$ cat src/rtl/vga_sync.sv
// VGA sync generator: vertical line counter driven by an upstream
// horizontal counter, plus registered sync, blanking and pixel position.
module vga_sync #(
    parameter int   H_VISIBLE = 640,
    parameter int   H_FP      = 16,
    parameter int   H_SYNC    = 96,
    parameter int   H_BP      = 48,
    parameter int   V_VISIBLE = 480,
    parameter int   V_FP      = 10,
    parameter int   V_SYNC    = 2,
    parameter int   V_BP      = 33,
    parameter logic SYNC_POL  = 1'b0
) (
    input  logic       Clock,
    input  logic       Clear,
    input  logic [9:0] Hcount,
    input  logic       Roll_over,
    output logic [9:0] Vcount,
    output logic       Hsync,
    output logic       Vsync,
    output logic       Video_on,
    output logic [9:0] Col,
    output logic [9:0] Row,
    output logic       Frame_start
);

    localparam int H_TOTAL = H_VISIBLE + H_FP + H_SYNC + H_BP;
    localparam int V_TOTAL = V_VISIBLE + V_FP + V_SYNC + V_BP;

    localparam logic [9:0] H_VIS_L = 10'(H_VISIBLE);
    localparam logic [9:0] HS_BEG  = 10'(H_VISIBLE + H_FP);
    localparam logic [9:0] HS_END  = 10'(H_VISIBLE + H_FP + H_SYNC - 1);
    localparam logic [9:0] V_VIS_L = 10'(V_VISIBLE);
    localparam logic [9:0] VS_BEG  = 10'(V_VISIBLE + V_FP);
    localparam logic [9:0] VS_END  = 10'(V_VISIBLE + V_FP + V_SYNC - 1);
    localparam logic [9:0] V_LAST  = 10'(V_TOTAL - 1);
    localparam logic [9:0] H_TOT_L = 10'(H_TOTAL);

    logic [9:0] vcount_q, vcount_d;
    logic       hsync_q, hsync_d;
    logic       vsync_q, vsync_d;
    logic       video_on_q, video_on_d;
    logic [9:0] col_q, col_d;
    logic [9:0] row_q, row_d;
    logic       frame_start_q, frame_start_d;

    logic in_hsync;
    logic in_vsync;
    logic wrap;

    always_comb begin
        // Out-of-range Hcount fails every window below, so it reads as blanking.
        in_hsync = (Hcount >= HS_BEG) && (Hcount <= HS_END)
                   && (Hcount < H_TOT_L);
        in_vsync = (vcount_q >= VS_BEG) && (vcount_q <= VS_END);
        wrap     = Roll_over && (vcount_q == V_LAST);

        vcount_d = vcount_q;
        if (Roll_over) begin
            vcount_d = wrap ? 10'd0 : vcount_q + 10'd1;
        end

        hsync_d       = in_hsync ? SYNC_POL : ~SYNC_POL;
        vsync_d       = in_vsync ? SYNC_POL : ~SYNC_POL;
        video_on_d    = (Hcount < H_VIS_L) && (vcount_q < V_VIS_L);
        col_d         = video_on_d ? Hcount : 10'd0;
        row_d         = video_on_d ? vcount_q : 10'd0;
        frame_start_d = wrap;
    end

    always_ff @(posedge Clock) begin
        if (!Clear) begin
            vcount_q      <= 10'd0;
            hsync_q       <= ~SYNC_POL;
            vsync_q       <= ~SYNC_POL;
            video_on_q    <= 1'b0;
            col_q         <= 10'd0;
            row_q         <= 10'd0;
            frame_start_q <= 1'b0;
        end else begin
            vcount_q      <= vcount_d;
            hsync_q       <= hsync_d;
            vsync_q       <= vsync_d;
            video_on_q    <= video_on_d;
            col_q         <= col_d;
            row_q         <= row_d;
            frame_start_q <= frame_start_d;
        end
    end

    assign Vcount      = vcount_q;
    assign Hsync       = hsync_q;
    assign Vsync       = vsync_q;
    assign Video_on    = video_on_q;
    assign Col         = col_q;
    assign Row         = row_q;
    assign Frame_start = frame_start_q;

endmodule

$ cat config.mk
export PLATFORM = sky130hd
export DESIGN_NAME = vga_sync
export DESIGN_NICKNAME = d
export VERILOG_FILES = /design/src/rtl/vga_sync.sv
export SDC_FILE = /design/constraint.sdc
export NUM_CORES = 1
export LEC_CHECK = 0
export BUFFER_PORTS_ARGS = -buffer_cell sky130_fd_sc_hd__buf_2
export CORE_UTILIZATION = 42
export DETAILED_ROUTE_END_ITERATION = 6
export PLACE_DENSITY = 0.7
export SLEW_MARGIN = 40
export SYNTH_ARGS = -nofsm -noshare
export SYNTH_HDL_FRONTEND = slang
export SYNTH_SLANG_ARGS = --single-unit
$ cat constraint.sdc
create_clock -name Clock -period 2.1 [get_ports Clock]
set_input_delay 0.525 -clock Clock [delete_from_list [all_inputs] [get_ports Clock]]
set_output_delay 0.525 -clock Clock [all_outputs]
set_load 0.01 [all_outputs]
==> results of run 1 <==
[per-stage QoR]
step / setup slack [ns] / cell area (um^2) / util / power [mW] / cells
after global routing: 0.214 / 1520 / 0.553 / 1.17 / 197
final: 0.327 / 1520 / 0.553 / 1.12 / 197
after global placement: 0.394 / 1460 / 0.531 / 0.765 / 189
after detailed placement: 0.332 / 1460 / 0.531 / 0.768 / 189
after floorplan: 0.507 / 1210 / - / 0.729 / 115
after CTS: 0.317 / 1520 / 0.553 / 1.13 / 197
[Yosys cell counts, types with 2 or more instances]
cell / instances
dfxtp_1: 34
and2_1: 18
nand2_1: 6
a21oi_1: 5
o21ai_0: 5
nand3_1: 4
nand4_1: 4
nor2_1: 4
ha_1: 3
or4_1: 3
xor2_1: 3
inv_1: 2
o22ai_1: 2
o31ai_1: 2
or3_1: 2
[critical path, delay by kind of cell (launching register included)]
family                     cells  cell delay, ns
adders and majority gates      1            0.16
AOI/OAI and AO/OA              1            0.55
and+or+nand+nor                2            0.43
DFF                            1            0.38
buffers and inverters          1            0.13
[registers in the layout, summed over array words and instances (netlist names)]
signal       cells
Vcount          10
Hsync            1
Video_on         1
Col             10
Row             10
Vsync            1
Frame_start      1
[area by class of cell]
| type | instances | area [um^2] | area share |
|---|---|---|---|
| clock buffer | 7 | 55.1 | 0.0361 |
| clock inverter | 1 | 5.00 | 0.00328 |
| inverter | 2 | 7.51 | 0.00493 |
| multi-input combinational | 75 | 499 | 0.328 |
| sequential | 34 | 681 | 0.447 |
| tap | 31 | 38.8 | 0.0255 |
| timing repair buffer | 47 | 238 | 0.156 |
[how the worst max path moves through the flow]
stage	start	to	depth (start not counted)	slack, ns
floorplan	Vcount[0]	Vcount[2]	5	0.51
global placement	Clear	Row[5]	4	0.39
detailed placement	Vcount[0]	Vcount[4]	5	0.33
CTS	Vcount[0]	Vcount[4]	5	0.32
global route	Vcount[0]	Vcount[1]	5	0.21
finish	Vcount[0]	Vcount[4]	5	0.33
[kinds of logic (layout without fill, tap and decap cells)]
logic type | Yosys count | in the layout
AOI/OAI and AO/OA | 15 | 15
DFF | 34 | 34
other | 1 | 1
xor gates and xnor gates | 3 | 3
buffers and inverters | 6 | 57
and+or+nand+nor | 53 | 53
adders and majority gates | 3 | 3
[per-layer routing]
layer / GRT usage / vias up / wire, um
met5: 0 / - / 0
met4: 0.0679 / 0 / 36
met2: 0.293 / 37 / 1230
met1: 0.193 / 433 / 1060
li1: - / 497 / -
met3: 0.0651 / 4 / 150
[power groups by stage]
stage                     sequential, mW  clock, mW  combinational (mW)
after floorplan                    0.694          0              0.0349
after global placement             0.682          0              0.0823
after detailed placement           0.684          0              0.0847
after CTS                          0.669      0.380              0.0853
after global routing               0.671      0.407              0.0929
final                              0.668      0.367              0.0843
==> metrics, run 1 <==
status complete, no violations; prevailing post-synth register cell dfxtp_1; std cell rows 19; post-synth top area share 0.560; DRC 0; biggest cell delay along the critical path 0.55 ns; CP Cell Sequence inv_1 -> ha_1 -> or2b_2 -> o41ai_4 -> nor2_1; Static Leak 0.704 nW; GR Overflow Total 0; IR drop worst, VDD 0.583 mV; Starting Density 0.441; CTS tree yes; flop2flop setup slack 0.33 ns; Reg power frac 0.597; H-tree depth 2; Logic pwr share 0.075; hold buffers post-CTS 0; Area Growth Syn to Fin 25.4%; Required @ worst endpoint 2.30 ns; initial antenna violation count 0; io pins 47; Netlist cell types 33; TritonCTS Buffers 5; die area 3110 um^2; Mapped Nets 131; R2R cell count 5; WS Path Type reg -> reg; PostCTS Resize Cnt 0; hold depth 2; critical path arrival 1.97 ns; Slew @ Worst Pin 0.509 ns; Final GP Congestion 0.746; Post-Syn Instances 115; PD cells 735 nW/um^2; # diodes 0; DRT iter0 DRCs 20; DR vias/cell 4.93; first-pass GRT wire length 4110 um; Post-Synth Simple-Gate Area 0.269; min cycle time layout 1.77 ns; DR pass1 iterations 4; maximum clock frequency 564 MHz; reg-to-reg startpoint Vcount[0]; CP endpoint kind flop; Synth Area in XOR/XNOR 0.0216; Filler Cell Count 257; worst skew pair latency 0.32 ns; FF+latch count, synth 34; asr flop ratio synth 0; wire per inst 12.6 um; fin. max-slew vios 0; largest net degree at the start of global routing 20; nets@finish 181; Setup Skew 0.00585 ns; TNS Setup 0 ns; Clk pwr share 0.328; Yosys warning count 0; DP HPWL 1810 um; largest family of logic cells by synthesized area simple AND/OR/NAND/NOR gates; Yosys top cell by area dfxtp_1; Hold WC Path Type in -> reg; Post-synth EDFFs 0; Net Sw Frac 0.231; Worst-path clk slew 0.10 ns; mapped cell area 1210 um^2; core outline area 2760 um^2; Compound-Gate Fraction of Synth Area 0.0865; via count 971; Setup crit start kind flop; GRT Total Usage 0.172; worst rel slew slack 0.660; most frequent cells in the layout buf_2, dfxtp_1, and2_1; ANT nets after route 0; mux share of post-synthesis cell area 0; Hold Violations, Final 0; CTS Root Cell clkbuf_4; Die Wd 55.8 um; Routed WL 2470 um; FF-to-FF End Vcount[4]; Psw 0.258 mW; dominant cells by area after synthesis dfxtp_1, and2_1, ha_1; PortBufs 46; Final setup violation count 0; Max Cap Viol 0; Worst Hold Launch Hcount[1]; clk sinks 34; Max Root-Sink Buffers 2; WHS Endpoint Col[1]; Mapped Avg Cell Area 10.6 um^2; Int Power 0.861 mW; hold_ws 0.398 ns; postcts setup bufs 0; RSZ-0062 raised after global routing no; Synth Area in Adders 0.0309; leading cell type in the layout, fill and taps excluded buf_2; sequential-to-total area share from yosys stat 0.560; vias in the first global route 962; share of layout cells above drive strength 1 0.361; Final Cycle Share 0.844; Die H 55.8 um; worst-path fanout max 8; slowest CP cell o41ai_4
Power figures use the tool's default switching activity.
==> inputs of run 2 (changes only) <==
clock period = 1.8 ns   (was 2.1 ns; I/O delays follow)
==> metrics, run 2 (synthesized netlist as in run 1, its figures left out) <==
status complete, no violations; Hold Violations, Final 0 (unchanged); io pins 47 (unchanged); via count 997 (+2.7%); worst skew pair latency 0.33 ns (about the same); TNS Setup 0 ns (unchanged); GRT Total Usage 0.169 (-0.00322); # diodes 0 (unchanged); worst rel slew slack 0.646 (-0.0140); biggest cell delay along the critical path 0.56 ns (about the same); Pwr Total 1.39 mW (+24%); DP HPWL 1770 um (-2.1%); Slew @ Worst Pin 0.530 ns (+0.0209 ns); maximum clock frequency 591 MHz (+4.8%); die area 3110 um^2 (unchanged); core outline area 2760 um^2 (unchanged); most frequent cells in the layout buf_2, dfxtp_1, and2_1; Required @ worst endpoint 2.01 ns (-0.29 ns); share of layout cells above drive strength 1 0.390 (+0.0281); Die H 55.8 um (unchanged); TritonCTS Buffers 5 (unchanged); Net Sw Frac 0.216 (-0.0147); Starting Density 0.441 (unchanged); Die Wd 55.8 um (unchanged); Util after Layout 0.576 (+0.0231); DRT iter0 DRCs 15 (-25%); Reg power frac 0.560 (-0.037); IR drop worst, VDD 0.875 mV (+50%); RSZ-0062 raised after global routing no; Routed WL 2370 um (-4.2%); Final GP Congestion 0.736 (-1.3%); ANT nets after route 0 (unchanged); nets@finish 187 (+3.3%); DR pass1 iterations 4 (unchanged); hold depth 2 (unchanged); Max Root-Sink Buffers 2 (unchanged); PortBufs 46 (unchanged); Static Leak 0.745 nW (+5.8%); PostCTS Resize Cnt 0 (unchanged); Setup crit start kind flop; Final Cycle Share 0.940 (+0.0957); H-tree depth 2 (unchanged); Final setup violation count 0 (unchanged); slowest CP cell or4b_4; clk sinks 34 (unchanged); Clk pwr share 0.364 (+0.036); R2R cell count 3 (-2); Setup Skew 0.0107 ns (+0.00488 ns); critical path arrival 1.90 ns (-0.07 ns); DRC 0 (unchanged); WS Path Type reg -> reg; PD cells 874 nW/um^2 (+19%); std cell rows 19 (unchanged); postcts setup bufs 0 (unchanged); wire per inst 11.7 um (-7.0%); Logic pwr share 0.076 (about the same); min cycle time layout 1.69 ns (-0.0810 ns); leading cell type in the layout, fill and taps excluded buf_2; Psw 0.300 mW (+16%); hold buffers post-CTS 0 (unchanged); worst-path fanout max 8 (unchanged); fin. max-slew vios 0 (unchanged); largest net degree at the start of global routing 12 (-40%); Max Cap Viol 0 (unchanged); initial antenna violation count 0 (unchanged); CTS tree yes; CP endpoint kind flop; Worst-path clk slew 0.10 ns (about the same); first-pass GRT wire length 4000 um (-2.8%); Area Growth Syn to Fin 30.7%; DR vias/cell 4.91 (-0.36%); CTS Root Cell clkbuf_4; Hold WC Path Type in -> reg; GR Overflow Total 0 (unchanged); Int Power 1.09 mW (+26%); CP Cell Sequence or4b_4 -> o41ai_4 -> nor2_1; vias in the first global route 862 (-10%)
## run 2: worst paths after layout
path | start | endpoint | slack, ns
min | Hcount[2] | Col[2] | 0.32
min reg2reg | Vcount[9] | Vcount[9] | 0.51
max reg2reg | Vcount[6] | Vcount[4] | 0.11
max | Vcount[6] | Vcount[4] | 0.11
## run 2: through the flow
stage	instance area (um^2)	hold slack, ns	std cells	setup slack [ns]
2_1_floorplan	1210	0.516	115	0.207
5_1_grt	1590	0.303	203	0.0232
6_report	1590	0.323	203	0.108
3_3_place_gp	1510	0.486	195	0.158
4_1_cts	1590	0.308	203	0.110
3_5_place_dp	1510	0.503	195	0.130
## run 2: power groups by stage
stage          combinational [mW]  clock [mW]  sequential, mW
6_report                    0.106       0.505           0.777
5_1_grt                     0.117       0.558           0.780
4_1_cts                     0.107       0.518           0.778
3_5_place_dp                0.107           0           0.795
3_3_place_gp                0.105           0           0.794
2_1_floorplan              0.0407           0           0.810
## run 2: final cells by class
cell class                      instances  area (um^2)
Multi-Input combinational cell         75          499
Clock buffer                            8         78.8
Fill cell                             249         1170
Sequential cell                        34          681
Tap cell                               31         38.8
Inverter                                2         7.51
Timing Repair Buffer                   53          283
## run 2: critical path, delay by kind of cell (launching register included)
family,cells,cell delay [ns]
AND/OR/NAND/NOR,2,0.66
AO/OA/AOI/OAI,1,0.53
flip-flops,1,0.38
## run 2: per-layer routing
metal  global-route usage  share of wire  up-vias
met5                    0              0        -
met4               0.0536         0.0042        0
met3               0.0837          0.073        2
met2                0.269           0.48       35
met1                0.199           0.44      450
li1                     -              -      510
==> inputs of run 3 (changes only) <==
CORE_ASPECT_RATIO = 1.1   (was not set)
PLACE_DENSITY = 0.69   (was 0.7)
==> metrics, run 3 (synthesized netlist as in run 1, its figures left out) <==
CP endpoint kind flop; TNS Setup 0 ns (unchanged); IR drop worst, VDD 0.507 mV (-42%); Pwr Total 1.31 mW (-5.7%); initial antenna violation count 0 (unchanged); critical path arrival 1.89 ns (about the same); first-pass GRT wire length 3700 um (-7.4%); postcts setup bufs 0 (unchanged); ANT nets after route 0 (unchanged); Hold Violations, Final 0 (unchanged); Required @ worst endpoint 2.01 ns (about the same); worst skew pair latency 0.33 ns (about the same); die area 3110 um^2 (about the same); WS Path Type reg -> reg; min cycle time layout 1.68 ns (-0.0126 ns); Setup crit start kind flop; DP HPWL 1710 um (-3.3%); worst-path fanout max 8 (unchanged); Filler Cell Count 274 (+10%); clk sinks 34 (unchanged); status complete, no violations; vias in the first global route 930 (+7.9%); Hold WC Path Type in -> reg; Routed WL 2320 um (-2.3%); DRT iter0 DRCs 11 (-4); GRT Total Usage 0.166 (-0.00224); Max Root-Sink Buffers 2 (unchanged); hold buffers post-CTS 0 (unchanged); Slew @ Worst Pin 0.499 ns (-0.0303 ns); Final setup violation count 0 (unchanged); leading cell type in the layout, fill and taps excluded buf_2; std cell rows 20 (+1); most frequent cells in the layout buf_2, dfxtp_1, and2_1; PortBufs 46 (unchanged); # diodes 0 (unchanged); via count 984 (-1.3%); DR pass1 iterations 4 (unchanged); CTS Root Cell clkbuf_4; TritonCTS Buffers 5 (unchanged); DR vias/cell 4.87 (-0.82%); io pins 47 (unchanged); H-tree depth 2 (unchanged); GR Overflow Total 0 (unchanged); Die H 58.4 um (+4.7%); flop2flop setup slack 0.12 ns (about the same); Die Wd 53.3 um (-4.5%); final std cells w/o fill 202 (-0.49%); core outline area 2750 um^2 (-0.18%); wire per inst 11.5 um (-1.8%); Area Growth Syn to Fin 28.0%; maximum clock frequency 596 MHz (+0.75%); Static Leak 0.720 nW (-3.4%); PD cells 842 nW/um^2 (-3.7%); Final GP Congestion 0.715 (-2.9%); dpl cells 194 (-0.51%); Worst-path clk slew 0.10 ns (about the same); fin. max-slew vios 0 (unchanged); Max Cap Viol 0 (unchanged); CTS tree yes; Starting Density 0.441 (+0.000801); worst rel slew slack 0.666 (+0.0203); DRC 0 (unchanged); Setup Skew 0.00759 ns (-0.00314 ns); share of layout cells above drive strength 1 0.379 (-0.0108); Final Cycle Share 0.933 (-0.00702); nets@finish 184 (-1.6%); RSZ-0062 raised after global routing no; largest net degree at the start of global routing 16 (+4)
[run 3: cell count changes in the layout (fill, tap and decap cells not counted), sizes merged]
cell    change
clkbuf      -1
buf         -3
clkinv      +1
[run 3: path summary, 6_finish.rpt]
kind | depth (start not counted) | startpoint | end
max | 3 | Vcount[6] | Vcount[3]
min | 2 | Hcount[0] | Col[0]
max reg2reg | 3 | Vcount[6] | Vcount[3]
min reg2reg | 2 | Vcount[9] | Vcount[9]
[run 3: power by group]
group          internal (mW)  switching (mW)  total [mW]
clock                  0.189           0.239       0.428
combinational         0.0482          0.0562       0.104
sequential             0.771         0.00557       0.777
total                   1.01           0.301        1.31
[run 3: area by class of cell]
cell class / instances / area [um^2] / area share
clock inverters: 1 / 5.00 / 0.00322
flip-flops and latches: 34 / 681 / 0.438
multi-input cells: 75 / 505 / 0.325
repair buffers: 50 / 260 / 0.167
inverters: 2 / 7.51 / 0.00483
well taps: 33 / 41.3 / 0.0265
clock buffers: 7 / 55.1 / 0.0354
[run 3: worst max-delay path: stages (launching register included)]
cell and delay, ns:
dfxtp_1 0.38, or4b_4 0.56, o41ai_4 0.51, nor2_1 0.11
[run 3: repair_timing]
item	in CTS	in global routing
endpoints found under the hold margin	0	0
resized for setup	0	1
endpoints found under the setup margin	0	3
[run 3: stage by stage]
step	hold slack (ns)	util	setup slack (ns)	cell area, um^2
after floorplan	0.516	-	0.207	1210
after global placement	0.492	0.541	0.141	1490
after detailed placement	0.505	0.541	0.106	1490
after CTS	0.305	0.563	0.0916	1550
after global routing	0.308	0.565	0.0247	1560
final	0.318	0.565	0.121	1560
[run 3: routing by layer]
| layer | routed length (um) | share of wire | track usage | up-vias |
|---|---|---|---|---|
| met5 | 0 | 0 | 0 | - |
| met4 | 29 | 0.013 | 0.0752 | 0 |
| met3 | 165 | 0.071 | 0.0698 | 4 |
| met2 | 1210 | 0.52 | 0.289 | 34 |
| met1 | 913 | 0.39 | 0.169 | 442 |
| li1 | - | - | - | 504 |
